## config.mk

```make
export PLATFORM = sky130hd
export DESIGN_NAME = latch_write_sequencer
export DESIGN_NICKNAME = d
export VERILOG_FILES = /design/src/rtl/latch_write_sequencer.sv
export SDC_FILE = /design/constraint.sdc
export NUM_CORES = 1
export LEC_CHECK = 0
export ABC_CLOCK_PERIOD_IN_PS = 1500
export CORE_ASPECT_RATIO = 1.5
export CORE_MARGIN = 2
export CORE_UTILIZATION = 35
export DETAILED_ROUTE_END_ITERATION = 10
export GPL_TIMING_DRIVEN = 0
export PLACE_DENSITY_LB_ADDON = 0.15
export SLEW_MARGIN = 25
export SYNTH_ARGS = -nofsm -noshare
export SYNTH_HDL_FRONTEND = slang
export SYNTH_SLANG_ARGS = --single-unit
```

## constraint.sdc

```tcl
create_clock -name clk -period 1.5 [get_ports clk]
set_input_delay 0.15 -clock clk [delete_from_list [all_inputs] [get_ports clk]]
set_output_delay 0.15 -clock clk [all_outputs]
set_load 0.01 [all_outputs]
```

## src/rtl/latch_write_sequencer.sv

```systemverilog
// Initiator for a bank of transparent latches sharing one data bus.
// Each accepted write is sequenced as data setup, enable pulse, data hold, then done.
module latch_write_sequencer #(
  parameter int unsigned DATA_W    = 8,
  parameter int unsigned N_LATCH   = 4,
  parameter int unsigned ADDR_W    = 2,
  parameter int unsigned SETUP_CYC = 1,
  parameter int unsigned PULSE_CYC = 2,
  parameter int unsigned HOLD_CYC  = 1
) (
  input  logic               clk,
  input  logic               rst,
  input  logic               req_valid,
  output logic               req_ready,
  input  logic [ADDR_W-1:0]  req_addr,
  input  logic [DATA_W-1:0]  req_data,
  output logic [DATA_W-1:0]  lat_d,
  output logic [N_LATCH-1:0] lat_en,
  output logic               busy,
  output logic               done,
  output logic               err
);

  localparam int unsigned MAX_SP  = (SETUP_CYC > PULSE_CYC) ? SETUP_CYC : PULSE_CYC;
  localparam int unsigned MAX_CYC = (MAX_SP > HOLD_CYC) ? MAX_SP : HOLD_CYC;
  localparam int unsigned CNT_W   = (MAX_CYC > 1) ? $clog2(MAX_CYC) : 1;

  typedef enum logic [1:0] {IDLE, SETUP, PULSE, HOLD} state_t;

  state_t              state, state_nxt;
  logic [CNT_W-1:0]    cnt, cnt_nxt;
  logic [ADDR_W-1:0]   cap_addr;
  logic                cap_ok;
  logic                accept;
  logic                addr_ok;
  logic [DATA_W-1:0]   lat_d_nxt;
  logic [N_LATCH-1:0]  lat_en_nxt;
  logic                busy_nxt, done_nxt, err_nxt;

  assign req_ready = (state == IDLE) && !rst;
  assign accept    = req_valid && req_ready;
  assign addr_ok   = 32'(req_addr) < N_LATCH;

  // State, counter, captured request and registered outputs
  always_ff @(posedge clk) begin
    if (rst) begin
      state    <= IDLE;
      cnt      <= '0;
      cap_addr <= '0;
      cap_ok   <= 1'b0;
      lat_d    <= '0;
      lat_en   <= '0;
      busy     <= 1'b0;
      done     <= 1'b0;
      err      <= 1'b0;
    end else begin
      state  <= state_nxt;
      cnt    <= cnt_nxt;
      lat_d  <= lat_d_nxt;
      lat_en <= lat_en_nxt;
      busy   <= busy_nxt;
      done   <= done_nxt;
      err    <= err_nxt;
      if (accept) begin
        cap_addr <= req_addr;
        cap_ok   <= addr_ok;
      end
    end
  end

  // Next state; the counter is reloaded with the phase length on every state entry
  always_comb begin
    state_nxt = state;
    cnt_nxt   = cnt;
    case (state)
      IDLE: begin
        if (accept) begin
          state_nxt = SETUP;
          cnt_nxt   = CNT_W'(SETUP_CYC - 1);
        end
      end
      SETUP: begin
        if (cnt == '0) begin
          state_nxt = PULSE;
          cnt_nxt   = CNT_W'(PULSE_CYC - 1);
        end else begin
          cnt_nxt = cnt - CNT_W'(1);
        end
      end
      PULSE: begin
        if (cnt == '0) begin
          state_nxt = HOLD;
          cnt_nxt   = CNT_W'(HOLD_CYC - 1);
        end else begin
          cnt_nxt = cnt - CNT_W'(1);
        end
      end
      HOLD: begin
        if (cnt == '0) begin
          state_nxt = IDLE;
        end else begin
          cnt_nxt = cnt - CNT_W'(1);
        end
      end
      default: state_nxt = IDLE;
    endcase
  end

  // Next output values; data moves only on accept, enable only while in PULSE
  always_comb begin
    lat_d_nxt  = lat_d;
    lat_en_nxt = '0;
    busy_nxt   = (state_nxt != IDLE);
    done_nxt   = 1'b0;
    err_nxt    = 1'b0;
    if (accept) begin
      lat_d_nxt = req_data;
    end
    if (state_nxt == PULSE && cap_ok) begin
      lat_en_nxt = N_LATCH'(1) << cap_addr;
    end
    if (state == HOLD && state_nxt == IDLE) begin
      done_nxt = 1'b1;
      err_nxt  = !cap_ok;
    end
  end

endmodule
```

; ---- After elaboration in Yosys (flattened, before gate mapping)
; Index checks and enable logic that the tools add are counted.
[classes]
n_eq_ne = 5
mux = 10
bitwise_logic = 2
shift = 1
reduce_logical = 12
n_addsub = 1
[ops]
columns = cell, n
row1 = 2-to-1 mux 2 bit, 4
row2 = one-hot mux 2 bit (4 select lines), 1
row3 = equality test 2 bit (second input constant), 3
row4 = OR reduction 2 bit, 3
row5 = logical AND 1 bit, 4
row6 = logical NOT 2 bit, 2
row7 = 2-to-1 mux 1 bit, 4
row8 = left shift 1 x 2 -> 4 bit (first input constant), 1
row9 = one-hot mux 1 bit (3 select lines), 1
row10 = equality test 2 x 1 -> 1 bit (second input constant), 1
row11 = logical NOT 1 bit, 2
row12 = != test 2 bit (second input constant), 1
row13 = inverter 1 bit, 2
row14 = nonzero test 2 bit, 1
row15 = subtractor 1 bit (second input constant), 1
[totals]
elab_cells = 40
reg_bits = 21
out_inout_bits = 16

; ---- Logic depth before layout (Yosys ltp)
; Gate-level depths: netlist of run 1.
[logic_depth]
word_depth = 9
ltp_mapped = 5
depth_no_buf = 3

; ---- Worst setup path before layout of run 1
; No wires, ideal clock.
[synth_timing]
kind = reg2reg
from = register state[1]
to = register lat_d[2]
stages_incl_launch_ff = 6
arrival_ns = 1.201
path_buffers = 2
setup_slack_ns = 0.163
cell_sequence = dfxtp_1 -> buf_6 -> or4b_4 -> buf_6 -> nand2_1 -> a21oi_1
[synth_via]
elab_chain_cells = 3
[synth_lines]
columns = item, line
row1 = from (decl), 30  ; state_t state, state_nxt;
row2 = from (signal assigned), 57  ; state <= state_nxt;
row3 = logical NOT 2 bit, 40  ; assign req_ready = (state == IDLE) && !rst;
row4 = logical AND 1 bit, 40
row5 = logical AND 1 bit, 41  ; assign accept = req_valid && req_ready;
row6 = to (signal assigned), 59  ; lat_d <= lat_d_nxt;
row7 = to (decl), 17  ; output logic [DATA_W-1:0] lat_d,
; Every way passes these cells.
; A chain may end at the register's enable or synchronous reset.

; ---- Worst setup path after layout of run 1
[layout_timing]
from = register state[0]
to = register lat_d[1]
; The elaborated chain is that of the path after synthesis.

==> results of run 1 <==
synth_stat cells, drive strengths merged:
cell    instances
nand2          23
dfxtp          21
a21oi          11
nor2            4
nor3            4
buf             3
nor4b           3
a221oi          2
clkbuf          2
and2b           1
inv             1
mux2i           1
nand2b          1
nor2b           1
nor3b           1
nor4            1
or4b            1
xnor2           1
power breakdown:
part	internal (mW)	leakage [nW]	switching (mW)	total, mW
Clock	0.103	0.0150	0.159	0.262
Sequential	0.605	0.171	0.0217	0.626
Combinational	0.163	0.226	0.152	0.315
Total	0.872	0.412	0.332	1.20
cell type report:
class                      count  share of cell area [%]
buffer                         5                    3.47
clock buffer                   4                    2.35
inverter                       1                   0.336
multi-input combinational     55                    27.5
sequential                    21                    37.6
tap                           22                    2.46
timing repair buffer          30                    26.3
flip-flops by register name, indices dropped and copies added, names as in the netlist:
| register | cells |
|---|---|
| cnt | 1 |
| busy | 1 |
| err | 1 |
| lat_en | 4 |
| lat_d | 8 |
| cap_ok | 1 |
| cap_addr | 2 |
| state | 2 |
| done | 1 |
metrics by stage:
step / power [mW] / setup slack (ns) / setup TNS (ns) / area [µm²]
2_1_floorplan: 0.824 / 0.163 / 0 / 761
3_3_place_gp: 0.940 / -0.260 / -2.91 / 1070
3_5_place_dp: 0.949 / -0.278 / -3.72 / 1070
4_1_cts: 1.21 / 0.0604 / 0 / 1100
5_1_grt: 1.28 / -0.00356 / -0.00356 / 1120
6_report: 1.20 / 0.0791 / 0 / 1120
what timing repair did:
action / CTS / global route
pin swaps: 0 / 1
endpoints found under the setup margin: 1 / 4
resized for setup: 3 / 1
endpoints found under the hold margin: 0 / 0
cloned: 0 / 0
hold buffers: 0 / 0
setup buffers: 0 / 2
path summary, 6_finish.rpt:
| path | from | to | cells after the start |
|---|---|---|---|
| setup / recovery | state[0] | lat_d[1] | 5 |
| hold / removal | req_data[5] | lat_d[5] | 3 |
| setup reg to reg | state[0] | lat_d[1] | 5 |
| hold reg to reg | cap_ok | err | 1 |
cell families after synthesis:
kind of cell              synth area share (%)
buffers and inverters                     5.10
and+or+nand+nor                           27.6
muxes                                     1.32
xor gates and xnor gates                  1.15
DFF                                       55.3
AOI/OAI and AO/OA                         9.54
worst max-delay path, delay by kind of cell, from the launching register on:
kind	cells	cell delay [ns]
and+or+nand+nor	2	0.60
DFF	1	0.31
AOI/OAI and AO/OA	1	0.06
buffers and inverters	2	0.32
metal layers:
metal | global-route usage (%) | wire [µm] | up-vias
met5 | 0 | 0 | -
met4 | 8.04 | 9 | 0
met3 | 3.23 | 86 | 2
met2 | 26.3 | 852 | 18
met1 | 15.0 | 635 | 290
li1 | - | - | 342
==> run_results.csv, run 1 <==
group,metric,value,unit
critical_path,crit_slowest_cell,"or4b_4",
finish,fin_nets,130,
finish,synthToLayoutAreaGrowth,47.0,%
logic_synthesis,yosys-top-cells-area,"dfxtp_1 55%, nand2_1 11%, a21oi_1 7.2%",
die,ios,29,
timing,fmax,0.704,GHz
global_route,first_global_vias,637,
critical_path,ff2ff_setup_slack,0.08,ns
run_status,status,"completed",
die,die_h,61.1,µm
timing,timing.final.crit_share,94.7,%
global_route,grt_antenna_before_repair,0,
timing,tightest_slew,0.446,ns
logic_synthesis,yosys.area.top_type,"dfxtp_1",
timing,finalClockSkew,0.00385,ns
critical_path,critical_path_class,"reg2reg",
timing,min_period,1.42,ns
critical_path,worstPathArrival,1.59,ns
die,core-area,0.00205,mm²
finish,seq_area,420,µm²
logic_synthesis,syn_area,761,µm²
clock_network,cts.path.max_buffers,2,
finish,final_cell_mix,"27 x clkdlybuf4s50_1, 23 x nand2_1, 21 x dfxtp_1, 11 x a21oi_1",
die,die_w,42.1,µm
global_route,grt_overflow,0,
finish,num_antenna_cells,0,
placement,io_buffers,28,
placement,post-dp-hpwl,1.14,mm
global_route,grt.total_usage,14.2,%
timing,final_hold_viol_count,0,
flow_run,drv_cap,0,
logic_synthesis,synth_top_area_share,55.3,%
routing,routed_via_density,4.72,
routing,drtAntennaViolNets,0,
finish,layout-drive-gt1-share,10.3,%
logic_synthesis,yosysWarnings,0,
logic_synthesis,ys_ff_latch,21,
global_route,grt_max_degree,12,
finish,final_common_cell,"clkdlybuf4s50_1",
timing,setup_viol,0,
logic_synthesis,synth-seq-area-share,55.3,%
clock_network,path_clk_slew,0.11,ns
placement,place_inst,132,
die,die_area,0.00257,mm²
timing,slew_headroom,70.3,%
routing,drtPass1Iterations,3,
global_route,grt_pass1_wl,2.75,mm
power,ir_worst_vdd,0.600,mV
clock_network,cts_root_buf,"clkbuf_4",
finish,final_util,54.5,%
routing,num_vias,652,
placement,gp_congestion,0.813,
critical_path,cp-end-kind,"flop",
routing,wl,1.58,mm
power,p_per_area,1080,mW/mm²
critical_path,cpPeakStageDelay,0.54,ns
clock_network,clk_latency,0.29,ns
power,leakage,0.412,nW
clock_network,tritoncts,"done",
critical_path,startpoint_type,"flop",
timing,whs,0.389,ns
finish,finalNonFillerCells,138,
routing,drcViolationCount,0,
die,start_util,37.1,%
clock_network,numCtsBuffers,3,
logic_synthesis,syn_nets,95,
routing,wl_per_cell,11.5,µm
critical_path,cp_max_fo,10,
logic_synthesis,syn_avg_cell_area,9.28,µm²
hold_path,hp-class,"in2reg",
critical_path,worstPathCellList,"buf_2 > or4b_4 > buf_6 > nand2_1 > a21oi_1",
routing,drtIter0Drc,9,
logic_synthesis,synthCells,82,
critical_path,cp.required,1.67,ns
clock_network,ctsHtreeMaxLevel,1,
clock_network,numClockSinks,21,
finish,fill_cells,199,
timing,rsz0062_at_grt,"yes",
logic_synthesis,synth_cell_types,20,
die,fp-row-count,20,
timing,drv_slew,0,
finish,multi_input_area,308,µm²
Note: power is estimated with default switching activity, not from simulation.
==> inputs of run 2 (changes only) <==
--- a/config.mk
+++ b/config.mk
@@ -5,7 +5,7 @@
 export SDC_FILE = /design/constraint.sdc
 export NUM_CORES = 1
 export LEC_CHECK = 0
-export ABC_CLOCK_PERIOD_IN_PS = 1500
+export ABC_CLOCK_PERIOD_IN_PS = 1740
 export CORE_ASPECT_RATIO = 1.5
 export CORE_MARGIN = 2
 export CORE_UTILIZATION = 35
==> constraint.sdc (replaced) <==
create_clock -name clk -period 1.74 [get_ports clk]
set_input_delay 0.174 -clock clk [delete_from_list [all_inputs] [get_ports clk]]
set_output_delay 0.174 -clock clk [all_outputs]
set_load 0.01 [all_outputs]
==> run 2 against run 1 <==
Compared with the run above:
- combinational power decreased by 17%
- via count shrank 0.31%
- total power shrank 14%
- worst hold slack improved by 0.022 ns
- fmax is essentially flat
- sequential power decreased by 14%
==> run_results.csv, run 2 (synthesis results as in run 1) <==
group,metric,value,unit
run_status,status,"completed",
timing,drv_slew,0,
power,ir_worst_vdd,0.521,mV
routing,drtIter0Drc,10,
finish,design_area,0.00110,mm²
power,power.switching,284,µW
die,start_util,37.1,%
clock_network,numClockSinks,21,
global_route,grt.total_usage,14.0,%
power,p_per_area,938,mW/mm²
finish,final_cell_mix,"27 x clkdlybuf4s50_1, 23 x nand2_1, 21 x dfxtp_1, 11 x a21oi_1",
die,ios,29,
clock_network,ctsHtreeMaxLevel,1,
power,p_int,746,µW
power,clkPwrFrac,22.2,%
timing,setup_viol,0,
global_route,grt_overflow,0,
finish,reg.largest.list,"lat_d (8), lat_en (4)",
timing,timing.final.crit_share,81.6,%
timing,finalClockSkew,0.00220,ns
finish,largest_reg_flops,8,
placement,post-dp-hpwl,1.14,mm
critical_path,worstPathArrival,1.60,ns
critical_path,cp-end-kind,"flop",
routing,routed_via_density,4.78,
finish,layout-drive-gt1-share,7.89,%
power,leakage,0.410,nW
timing,slew_headroom,63.4,%
flow_run,drv_cap,0,
global_route,grt_pass1_wl,2.70,mm
power,combPwrFrac,25.4,%
global_route,grt.met3_usage,3.23,%
finish,seq_area,420,µm²
power,swShare,27.6,%
clock_network,path_clk_slew,0.11,ns
die,die_area,0.00257,mm²
global_route,met1_usage,14.6,%
timing,rsz0062_at_grt,"no",
finish,final_common_cell,"clkdlybuf4s50_1",
finish,fin_nets,128,
clock_network,numCtsBuffers,3,
global_route,grt_busiest_layer,"met2",
routing,drcViolationCount,0,
die,die_w,42.1,µm
timing,tightest_slew,0.547,ns
power,p_seq_share,52.4,%
timing,min_period,1.42,ns
routing,wl,1.54,mm
global_route,grtUsageMet2,26.1,%
die,die_h,61.1,µm
clock_network,clk_latency,0.30,ns
routing,drtAntennaViolNets,0,
timing,fmax,0.704,GHz
critical_path,cp_max_fo,10,
placement,postPlaceCellArea,0.00107,mm²
routing,wl_per_cell,11.3,µm
clock_network,cts_root_buf,"clkbuf_4",
clock_network,tritoncts,"done",
hold_path,hp-class,"in2reg",
critical_path,cp.required,1.92,ns
power,power,1.03,mW
finish,multi_input_area,302,µm²
placement,gp_congestion,0.813,
placement,io_buffers,28,
finish,largest_register,"lat_d",
finish,synthToLayoutAreaGrowth,44.4,%
critical_path,startpoint_type,"flop",
clock_network,cts.path.max_buffers,2,
finish,fill_cells,201,
global_route,grt_antenna_before_repair,0,
finish,num_antenna_cells,0,
routing,num_vias,650,
clock_network,ctsHoldBuffers,0,
global_route,grt_max_degree,12,
timing,final_hold_viol_count,0,
critical_path,critical_path_class,"reg2reg",
routing,drtPass1Iterations,2,
die,core-area,0.00205,mm²
global_route,first_global_vias,631,
die,fp-row-count,20,
run 2: cell types whose count changed in the layout (fill, tap and decap cells not counted), sizes merged:
cell	before	now
buf	5	3
dlygate4sd2	1	0
dlymetal6s2s	0	1
run 2: critical path, cell delays in order, from the launching register on:
cell,delay [ns]
dfxtp_1,0.31
buf_2,0.16
or4b_4,0.54
buf_6,0.16
nand2_1,0.06
a21oi_1,0.06
run 2: what timing repair did:
action | 4_1_cts | 5_1_grt
setup endpoints to repair | 1 | 1
gates resized for setup | 1 | 1
buffers inserted | 0 | 0
endpoints found under the hold margin | 0 | 0
run 2: power by group through the flow:
stage                     registers, mW  logic [mW]  clock network [mW]
final                             0.540       0.262               0.229
after global routing              0.545       0.293               0.258
after global placement            0.550       0.260                   0
after floorplan                   0.559       0.152                   0
after detailed placement          0.551       0.267                   0
after CTS                         0.540       0.268               0.235
run 2: final timing paths:
check,from,endpoint,slack [ns],cells past startpoint
max,state[0],lat_d[1],0.32,5
min,req_data[5],lat_d[5],0.41,3
max reg2reg,state[0],lat_d[1],0.32,5
min reg2reg,cap_ok,err,0.43,1
run 2: layout make-up:
| type | instances | share of cell area (%) |
|---|---|---|
| timing repair buffer | 28 | 25.7 |
| multi-input combinational | 55 | 27.4 |
| clock buffer | 4 | 2.39 |
| tap | 22 | 2.51 |
| sequential | 21 | 38.3 |
| inverter | 1 | 0.342 |
| buffer | 5 | 3.30 |
run 2: routing by layer:
layer	vias up	share of wire [%]	routed length, µm
li1	337	-	-
met1	285	41	628
met2	22	51	782
met3	6	5.5	84
met4	0	2.8	43
met5	-	0	0
run 2: stage by stage:
| stage | hold slack, ns | util, % | std cells | setup WS, ns | TNS (ns) |
|---|---|---|---|---|---|
| after floorplan | 0.310 | - | 82 | 0.403 | 0 |
| after global placement | 0.410 | 52.1 | 132 | -0.0675 | -0.0782 |
| after detailed placement | 0.417 | 52.1 | 132 | -0.0865 | -0.599 |
| after CTS | 0.406 | 53.4 | 136 | 0.0261 | 0 |
| after global routing | 0.413 | 53.5 | 136 | 0.208 | 0 |
| final | 0.411 | 53.5 | 136 | 0.320 | 0 |
==> inputs of run 3 (changes only) <==
--- a/config.mk
+++ b/config.mk
@@ -5,7 +5,7 @@
 export SDC_FILE = /design/constraint.sdc
 export NUM_CORES = 1
 export LEC_CHECK = 0
-export ABC_CLOCK_PERIOD_IN_PS = 1740
+export ABC_CLOCK_PERIOD_IN_PS = 1400
 export CORE_ASPECT_RATIO = 1.5
 export CORE_MARGIN = 2
 export CORE_UTILIZATION = 35
==> constraint.sdc (replaced) <==
create_clock -name clk -period 1.4 [get_ports clk]
set_input_delay 0.14 -clock clk [delete_from_list [all_inputs] [get_ports clk]]
set_output_delay 0.14 -clock clk [all_outputs]
set_load 0.01 [all_outputs]
==> run 3 against run 2 <==
Compared with the run above:
- wire length up 4.6%
- global-route usage down 0.062 points
- flip-flop and latch count unchanged
- highest routed layer unchanged
- critical endpoint is now lat_d[3]
- combinational power up 29%
- die area unchanged
- register-to-register slack worse by 0.28 ns
- non-clock buffer count up 1
==> run_results.csv, run 3 (synthesis results as in run 1) <==
group,metric,value,unit
run_status,status,"completed",
clock_network,ctsHtreeMaxLevel,1,
power,ir_worst_vdd,0.691,mV
critical_path,critical_path_class,"reg2reg",
clock_network,cts_root_buf,"clkbuf_4",
die,fp-row-count,20,
critical_path,crit_start,"state[1]",
global_route,grt_overflow,0,
timing,timing.final.crit_share,97.2,%
die,core-area,0.00205,mm²
hold_path,min_path_cells,3,
finish,final_util,54.2,%
flow_run,drv_cap,0,
routing,num_vias,659,
finish,largest_register,"lat_d",
clock_network,numClockSinks,21,
clock_network,cts.path.max_buffers,2,
finish,num_antenna_cells,0,
placement,post-dp-hpwl,1.14,mm
clock_network,numCtsBuffers,3,
critical_path,worstPathArrival,1.54,ns
critical_path,cp.required,1.58,ns
die,die_h,61.1,µm
timing,rsz0062_at_grt,"yes",
power,leakage,0.404,nW
clock_network,clk_latency,0.30,ns
die,die_area,0.00257,mm²
routing,wl,1.61,mm
hold_path,worst_hold_path.endpoint,"lat_d[5]",
finish,fin_nets,129,
critical_path,r2r-start,"state[1]",
global_route,first_global_vias,643,
power,p_per_area,1170,mW/mm²
global_route,grt_pass1_wl,2.72,mm
placement,gp_congestion,0.813,
global_route,grt_max_degree,12,
routing,drtIter0Drc,7,
timing,slew_headroom,69.3,%
hold_path,hp-class,"in2reg",
critical_path,cp_max_fo,11,
critical_path,ff2ff_setup_slack,0.04,ns
finish,largest_reg_flops,8,
finish,layout-drive-gt1-share,13.0,%
global_route,grt.total_usage,14.0,%
hold_path,min_from,"req_data[5]",
critical_path,r2r-end,"lat_d[3]",
clock_network,tritoncts,"done",
timing,tightest_slew,0.460,ns
finish,final_cell_mix,"27 x clkdlybuf4s50_1, 23 x nand2_1, 21 x dfxtp_1, 11 x a21oi_1",
power,power,1.30,mW
finish,synthToLayoutAreaGrowth,46.2,%
timing,fmax,0.735,GHz
finish,reg.largest.list,"lat_d (8), lat_en (4)",
routing,wl_per_cell,11.8,µm
clock_network,path_clk_slew,0.11,ns
timing,min_period,1.36,ns
critical_path,startpoint_type,"flop",
placement,io_buffers,28,
die,start_util,37.1,%
routing,routed_via_density,4.81,
finish,final_common_cell,"clkdlybuf4s50_1",
critical_path,reg2reg_depth,4,
timing,final_hold_viol_count,0,
routing,drtPass1Iterations,4,
routing,drcViolationCount,0,
die,die_w,42.1,µm
global_route,grt_antenna_before_repair,0,
timing,setup_viol,0,
critical_path,cp-end-kind,"flop",
timing,drv_slew,0,
routing,drtAntennaViolNets,0,
die,ios,29,
timing,finalClockSkew,0.00322,ns
[run 3: changes by cell type in the layout (fill, tap and decap cells not counted), sizes merged]
cell          delta
dlymetal6s2s     -1
buf              +1
clkbuf           +1
[run 3: final cells by class]
type | count | area (µm²)
Clock buffer | 4 | 26.3
Multi-Input combinational cell | 55 | 319
Timing Repair Buffer | 30 | 290
Tap cell | 22 | 27.5
Inverter | 1 | 3.75
Buffer | 4 | 25.0
Fill cell | 198 | 940
Sequential cell | 21 | 420
[run 3: worst max-delay path, cell delays in order (launching register included)]
cell     delay [ns]
dfxtp_1        0.32
buf_6          0.14
or4b_4         0.61
nand2_1        0.10
a21oi_1        0.06
[run 3: per-layer routing]
layer | track usage, % | vias to the layer above | routed length, µm
met5 | 0 | - | 0
met4 | 8.04 | 0 | 28
met3 | 3.23 | 4 | 89
met2 | 26.1 | 20 | 845
met1 | 14.5 | 294 | 647
li1 | - | 341 | -
[run 3: power by group]
group	internal (mW)	switching (mW)
Clock	0.111	0.180
Combinational	0.173	0.166
Sequential	0.648	0.0237
[run 3: how the worst max path moves through the flow]
| stage | endpoint | slack (ns) | depth (start not counted) |
|---|---|---|---|
| floorplan | lat_d[2] | 0.06 | 5 |
| global placement | req_ready | -0.34 | 4 |
| detailed placement | lat_d[3] | -0.36 | 5 |
| CTS | lat_d[6] | 0.003 | 4 |
| global route | lat_d[4] | -0.04 | 4 |
| finish | lat_d[3] | 0.04 | 4 |
[run 3: metrics by stage]
step / cell area (µm²) / setup slack (ns) / setup TNS, ns / hold WS [ns] / instances
after floorplan: 761 / 0.0632 / 0 / 0.276 / 82
after global placement: 1070 / -0.340 / -4.59 / 0.410 / 132
after detailed placement: 1070 / -0.360 / -5.42 / 0.417 / 132
after CTS: 1080 / 0.00296 / 0 / 0.372 / 135
after global routing: 1110 / -0.0444 / -0.241 / 0.380 / 137
final: 1110 / 0.0395 / 0 / 0.373 / 137
[run 3: repair_timing]
item | CTS | global route
setup buffers | 0 | 2
hold buffers | 0 | 0
gates resized for setup | 2 | 6
setup endpoints to repair | 14 | 13
pin swaps | 2 | 2
